==> config.mk <==
export PLATFORM = sky130hd
export DESIGN_NAME = mini_tpu
export DESIGN_NICKNAME = d
export VERILOG_FILES = /design/src/rtl/mini_tpu.sv
export SDC_FILE = /design/constraint.sdc
export NUM_CORES = 2
export LEC_CHECK = 0
export CAP_MARGIN = 5
export CORE_ASPECT_RATIO = 2
export CORE_MARGIN = 2
export CORE_UTILIZATION = 45
export CTS_CLUSTER_DIAMETER = 120
export DETAILED_ROUTE_END_ITERATION = 8
export GPL_TIMING_DRIVEN = 0
export REMOVE_ABC_BUFFERS = 1
export SKIP_CTS_REPAIR_TIMING = 1
export SLEW_MARGIN = 5
export SYNTH_ARGS = -nofsm -noshare
export SYNTH_HDL_FRONTEND = slang
export SYNTH_SLANG_ARGS = --single-unit
export TNS_END_PERCENT = 30
==> constraint.sdc <==
create_clock -name clk -period 11.1 [get_ports clk]
set_clock_uncertainty 0.1 [all_clocks]
set_input_delay 2.22 -clock clk [delete_from_list [all_inputs] [get_ports clk]]
set_output_delay 2.22 -clock clk [all_outputs]
set_load 0.03 [all_outputs]
==> src/rtl/mini_tpu.sv <==
// mini_tpu: 4x4 output-stationary systolic matrix-multiply engine (C = A x B).
// A rows stream in from the left edge, B columns from the top edge, each skewed
// by its index so that PE(i,j) sees A[i][k] and B[k][j] together at step i+j+k.
// Results stay in the PE accumulators and are read out one byte at a time by STORE.
module mini_tpu #(
  parameter int N      = 4,
  parameter int DATA_W = 8,
  parameter int ACC_W  = 18
) (
  input  logic        clk,
  input  logic        rst,
  input  logic [15:0] instruction,
  output logic [7:0]  result
);

  localparam int IW = $clog2(N);
  localparam int PW = 2 * DATA_W;
  // Last active step is 3*(N-1); the counter parks one past it.
  localparam logic [3:0] STEP_DONE = 4'(3 * N - 2);

  localparam logic [1:0] OP_NOP   = 2'b00;
  localparam logic [1:0] OP_RUN   = 2'b01;
  localparam logic [1:0] OP_LOAD  = 2'b10;
  localparam logic [1:0] OP_STORE = 2'b11;

  logic [1:0]        op;
  logic [1:0]        sel;
  logic [IW-1:0]     row;
  logic [IW-1:0]     col;
  logic [DATA_W-1:0] data;

  assign op   = instruction[15:14];
  assign sel  = instruction[13:12];
  assign row  = instruction[11:10];
  assign col  = instruction[9:8];
  assign data = instruction[7:0];

  logic [DATA_W-1:0] mat_a [N][N];
  logic [DATA_W-1:0] mat_b [N][N];
  logic [ACC_W-1:0]  acc   [N][N];
  logic [3:0]        step;

  // Operands presented to each PE this step (edge feed or neighbour register).
  logic [DATA_W-1:0] a_p0  [N][N];
  logic [DATA_W-1:0] b_p0  [N][N];
  logic [PW-1:0]     prod_p0 [N][N];
  // Operands latched by each PE for its right / lower neighbour.
  logic [DATA_W-1:0] a_p1  [N][N];
  logic [DATA_W-1:0] b_p1  [N][N];

  logic run_en;
  assign run_en = (op == OP_RUN) && (step != STEP_DONE);

  function automatic logic [ACC_W-1:0] widen(input logic [PW-1:0] p);
    return ACC_W'(p);
  endfunction

  function automatic logic [7:0] low_byte(input logic [ACC_W-1:0] v);
    return v[7:0];
  endfunction

  // Stage p0: skewed edge feeds plus neighbour operands; internal paths read
  // as zero on step 0 so stale operands from an earlier run never re-enter.
  always_comb begin
    for (int i = 0; i < N; i++) begin
      for (int j = 0; j < N; j++) begin
        a_p0[i][j] = '0;
        b_p0[i][j] = '0;
      end
    end
    for (int i = 0; i < N; i++) begin
      if ((step >= 4'(i)) && ((step - 4'(i)) < 4'(N)))
        a_p0[i][0] = mat_a[i][IW'(step - 4'(i))];
      for (int j = 1; j < N; j++)
        a_p0[i][j] = (step == 4'd0) ? '0 : a_p1[i][j-1];
    end
    for (int j = 0; j < N; j++) begin
      if ((step >= 4'(j)) && ((step - 4'(j)) < 4'(N)))
        b_p0[0][j] = mat_b[IW'(step - 4'(j))][j];
      for (int i = 1; i < N; i++)
        b_p0[i][j] = (step == 4'd0) ? '0 : b_p1[i-1][j];
    end
  end

  // Per-PE unsigned multiply.
  always_comb begin
    for (int i = 0; i < N; i++)
      for (int j = 0; j < N; j++)
        prod_p0[i][j] = a_p0[i][j] * b_p0[i][j];
  end

  // Stage p1: operand shift registers advance only on an active RUN.
  always_ff @(posedge clk) begin
    if (run_en && !rst) begin
      for (int i = 0; i < N; i++) begin
        for (int j = 0; j < N; j++) begin
          a_p1[i][j] <= a_p0[i][j];
          b_p1[i][j] <= b_p0[i][j];
        end
      end
    end
  end

  // Instruction decode: matrix loads, step counter, accumulators, result register.
  always_ff @(posedge clk) begin
    if (rst) begin
      for (int i = 0; i < N; i++) begin
        for (int j = 0; j < N; j++) begin
          mat_a[i][j] <= '0;
          mat_b[i][j] <= '0;
          acc[i][j]   <= '0;
        end
      end
      step   <= '0;
      result <= '0;
    end else begin
      case (op)
        OP_LOAD: begin
          step <= '0;
          if (sel == 2'b00)
            mat_a[row][col] <= data;
          else if (sel == 2'b10)
            mat_b[row][col] <= data;
        end
        OP_RUN: begin
          if (run_en) begin
            step <= step + 4'd1;
            for (int i = 0; i < N; i++) begin
              for (int j = 0; j < N; j++) begin
                // First step of a run overwrites, discarding any previous result.
                if (step == 4'd0)
                  acc[i][j] <= widen(prod_p0[i][j]);
                else
                  acc[i][j] <= acc[i][j] + widen(prod_p0[i][j]);
              end
            end
          end
        end
        OP_STORE: result <= low_byte(acc[row][col]);
        OP_NOP:   ;
        default:  ;
      endcase
    end
  end

endmodule

* After elaboration in Yosys (flattened, before gate mapping)
Memory sizes are Yosys's and may differ from the RTL's. A register that Yosys moved wholly into a read port is not among the register bits.
Index checks and enable logic that the tools add are counted.
Widths: inputs -> output; s select.
** Cells by class
- Bitwise operators :: 37
- Magnitude comparators :: 14
- Equality and inequality tests :: 6
- Reductions and logical operators :: 14
- $add $sub $neg :: 20
- Multiplexer cells :: 114
- Multipliers :: 16
** Operators by type and width (number)
- $mux 18 :: 32
- $mux 8 :: 43
- $add 18x16->18 :: 16
- $mul 8x8->16 :: 16
- $mux 32 :: 6
- $bmux 8 s2 :: 4
- $reduce_or 32->1 :: 2
- $bmux 18 s2 :: 1
- $or 1x1->1 :: 32
- $mux 1 :: 21
- $demux 8 s2 :: 1
- $lt 4x3->1 const B :: 4
- $ge 3x3->1 const B :: 5
- $not 2->3 :: 5
- $ge 4x1->1 const B :: 2
- $ge 4x2->1 const B :: 2
- $mux 2 :: 4
- $pmux 4 s2 :: 1
- $sub 4x2->4 const B :: 2
- $logic_and 1x1->1 :: 7
- $eq 2x2->1 const B :: 3
- $add 4x1->4 const B :: 1
- $logic_not 4->1 :: 1
- $mux 4 :: 1
- other kinds (9) :: 9
** Word-level totals
- Memories :: 5
- Output and inout bits :: 8
- Word-level logic and storage cells :: 228
- Input bits :: 18
- Register bits after elaboration :: 12
- Memory bits (writable) :: 800
** Memory list
- acc :: words 4, width 72, read ports 5, clocked after memory_dff 0, wr ports 4, RTL line 40 : logic [ACC_W-1:0] acc [N][N];
- a_p1 :: words 4, width 32, read ports 4, clocked after memory_dff 0, wr ports 4, RTL line 48 : logic [DATA_W-1:0] a_p1 [N][N];
- b_p1 :: words 4, width 32, read ports 3, clocked after memory_dff 0, wr ports 4, RTL line 49 : logic [DATA_W-1:0] b_p1 [N][N];
- mat_a :: words 4, width 32, read ports 4, clocked after memory_dff 0, wr ports 4, RTL line 38 : logic [DATA_W-1:0] mat_a [N][N];
- mat_b :: words 4, width 32, read ports 4, clocked after memory_dff 1, wr ports 4, RTL line 39 : logic [DATA_W-1:0] mat_b [N][N];

* Depth between registers and ports, before layout
- Depth after elaboration :: 9
- Gate-level depth with buffers :: 29
- Gate-level depth less buffers :: 26

* Worst setup path after synthesis
No wires, ideal clock.
- Path kind :: input-to-reg
- Start point :: input port instruction[14]
- End point :: memory acc[0][0] (netlist bit) (data pin)
- Buffers on the path :: 3
- Required time :: 10828 ps
- Setup time :: 171 ps
- Data arrival time :: 9310 ps
- Stages :: 8
- Slack :: 1518 ps
- Cell sequence :: clkbuf_1 > inv_1 > a311o_1 > or2_2 > clkbuf_1 > inv_1 > clkbuf_1 > and3_1
** RTL lines
- start: declaration :: RTL line 12 : input logic [15:0] instruction,
- end: declaration :: RTL line 40

==> flow_summary.ini <==
[timing]
maxClockFrequency_ghz = 0.132
unrepaired_setup_endpoints_after_global_routing = no
timing_max_transition_violations_final = 0
final.setup.worst_slack_ns = 3.50
layout_min_cycle_time_ns = 7.60
hold_viol_final = 0
final_min_period_over_clock_period = 0.685
worst-slew-pin-transition_ns = 1.24
final-setup-viol-count = 0
max-slew-margin-rel = 0.171

[critical_path]
setup.reg_to_reg.worst_slack_ns = 3.50
start_point_of_the_critical_path = step[1]
crit_path_max_incr_delay_ns = 0.71
crit_path_to = acc[2][61]
path_class = reg -> reg
worst_setup_path_end_kind = register
worst_ep_arrival_time_ns = 7.93
crit_chain = inv_1 -> ha_1 -> nor3_1 -> a21o_1 -> and2_1 -> nand2_1 -> inv_1 -> nand2_1 -> fa_1 -> fa_1 -> fa_1 -> fa_1 -> inv_1 -> ha_1 -> xnor2_1 -> ha_1 -> nand2_1 -> o21ai_0 -> nor3b_1 -> o22ai_2 -> a21oi_1 -> nor3b_2
worstPathRequired_ns = 11.43
ff2ff_path_depth = 22
crit_path_top_delay_cell = and2_1
crit_path_frequent_cell = fa_1
setup.worst_path.start_class = register
critical_path.reg2reg.startpoint = step[1]
worst_r2r_endpoint = acc[2][61]
crit_path_max_fanout = 16

[route]
detail_route.vias_per_cell = 5.39
num_vias = 28300
drt_first_pass_iters = 5
remaining_drc_errors = 0
wire_per_inst_um = 21.4
detailedRoute.firstIterationViolations = 1549
antenna_violating_nets_post_route = 0
detail_route.wirelength_um = 112000

[status]
result_of_the_run = finished, final reports clean

[placed_design]
numPortBuffers = 25
gp_congestion = 0.907
dp_hpwl_um = 87400
post-place-ws_ns = 3.55

[clocking]
clk_latency_ns = 0.68
htree_levels = 2
cts_buffers = 56
cts_tree = yes
cts_sinks = 590
cts-root-to-sink-buffers = 3
cts.clk_slew.worst_paths_ns = 0.07
root_buffer = clkbuf_16

[floorplan]
row_cnt = 161
pin_count = 26
dieArea_mm2 = 0.0997
start_util = 0.454
die_width_um = 224
die_height_um = 445
coreArea_mm2 = 0.0963

[final_layout]
layout.cells.most_common = edfxtp_1
most_frequent_cells_in_the_layout = edfxtp_1 (576), nand2_1 (495), inv_1 (457)
areaGrowthSynthToFinish_pct = 7.92
final_core_util = 0.490
fin_nets = 4580
diodes = 0
final_layout_size_suffix_gt1_frac = 0.0641

[power]
power.static_leakage_nw = 20.6
irDropWorstVdd_uv = 119
power_density_mw_per_mm2 = 122

[yosys]
synth.avg_cell_area_um2 = 10.8
synth-seq-area-share = 0.402
synth-warning-count = 0
syn-cell-area_mm2 = 0.0437
number_of_unique_standard_cell_types_used_by_synthesis = 47
post_synth_inst_count = 4030
number_of_flip_flops_and_latches_in_the_synthesized_netlist = 590

[global_routing]
first_pass_grt_wire_length_um = 173000
grt_pass1_vias = 30200
overflow = 0
globalRouteTotalUtil = 0.231
maximum_number_of_pins_on_one_net_before_global_route_repair = 111
use_met1 = 0.226
met2_usage = 0.460
globalRouteMet3Util = 0.0185
antenna_violations_before_repair = 1
global_route.peak_usage_layer = met2

[worst_hold_path]
min-delay-path-class = reg -> reg

[flow_run]
maxCapViolations = 0
-- layer usage --
metal	vias to the layer above	wire length [µm]
li1	13500	-
met2	480	63700
met4	0	7920
met5	-	0
met1	14100	37800
met3	252	2680
-- logic make-up after synthesis --
| family | after synthesis | synth area share |
|---|---|---|
| DFF | 590 | 0.402 |
| and+or+nand+nor | 1426 | 0.164 |
| buffers and inverters | 609 | 0.0549 |
| adders and majority gates | 583 | 0.203 |
| muxes | 107 | 0.0549 |
| AOI/OAI and AO/OA | 354 | 0.0485 |
| xor gates and xnor gates | 361 | 0.0724 |
-- Yosys cell counts, drive strengths merged --
master   number  share of area
nor4          1        0.00014
or3           2        0.00029
nand3        37         0.0042
a211oi       18         0.0031
xnor2       293          0.059
o21bai       32         0.0055
nor3b         6         0.0014
or2          35         0.0050
and2        392          0.056
o21a          1        0.00017
ha          375           0.11
mux2i         2        0.00046
nor3          5        0.00057
edfxtp      576           0.40
a2111oi       1        0.00020
nor2        193          0.017
xor2         68          0.014
nor2b         6        0.00086
a21oi       207          0.024
and3        245          0.035
clkbuf      124          0.011
buf          27         0.0049
o21ai        22         0.0027
nor4b         1        0.00020
a2bb2oi       2        0.00040
dfxtp        14         0.0064
mux2          3        0.00077
nand2b        6        0.00086
nand2       497          0.043
a21o         66          0.011
fa          208          0.095
o211a         1        0.00023
a311o         1        0.00023
o311a         1        0.00023
o22ai         2        0.00057
inv         458          0.039
mux4        102          0.054
-- power by group --
| part | internal [mW] | switching (mW) |
|---|---|---|
| sequential | 2.55 | 0.0799 |
| combinational | 0.452 | 0.619 |
| clock | 1.14 | 0.915 |
-- layout make-up --
| cell class | instances | area (µm²) |
|---|---|---|
| fillers | 8783 | 49200 |
| clock buffers | 65 | 1460 |
| well taps | 1222 | 1530 |
| flip-flops and latches | 590 | 17600 |
| repair buffers | 42 | 641 |
| multi-input cells | 2831 | 23700 |
| clock inverters | 41 | 465 |
| inverters | 458 | 1730 |
-- critical path, delay by kind of cell, from the launching register on --
family | cells | cell delay, ns
simple gates | 7 | 1.78
compound gates | 4 | 1.18
xor+xnor | 1 | 0.42
flops | 1 | 0.62
fa+ha+maj | 7 | 2.90
buf+inv | 3 | 0.36
-- how the worst min path moves through the flow --
stage / from / depth (start not counted) / to
floorplan: a_p1[0][23] / 1 / a_p1[0][15]
global placement: result[0] / 2 / result[0]
detailed placement: result[0] / 2 / result[0]
CTS: result[0] / 2 / result[0]
global route: result[1] / 2 / result[1]
finish: result[0] / 2 / result[0]
-- metrics by stage --
step | instance area (µm²) | hold WS (ns) | instances | total power, mW | setup TNS, ns
floorplan | 43000 | 0.424 | 3879 | 3.44 | -129.06
global placement | 44800 | 0.346 | 5126 | 3.77 | -2061.32
detailed placement | 45200 | 0.347 | 5143 | 3.76 | 0
CTS | 47100 | 0.356 | 5249 | 5.81 | 0
global route | 47100 | 0.381 | 5249 | 6.00 | 0
finish | 47100 | 0.352 | 5249 | 5.75 | 0
-- sequential cells by signal, indices dropped and copies added, names as in the netlist, named ones only --
register and count:
acc 128, mat_a 128, a_p1 96, b_p1 96, step 4, mat_b 128, result 8
Note: power is estimated with default switching activity, not from simulation.
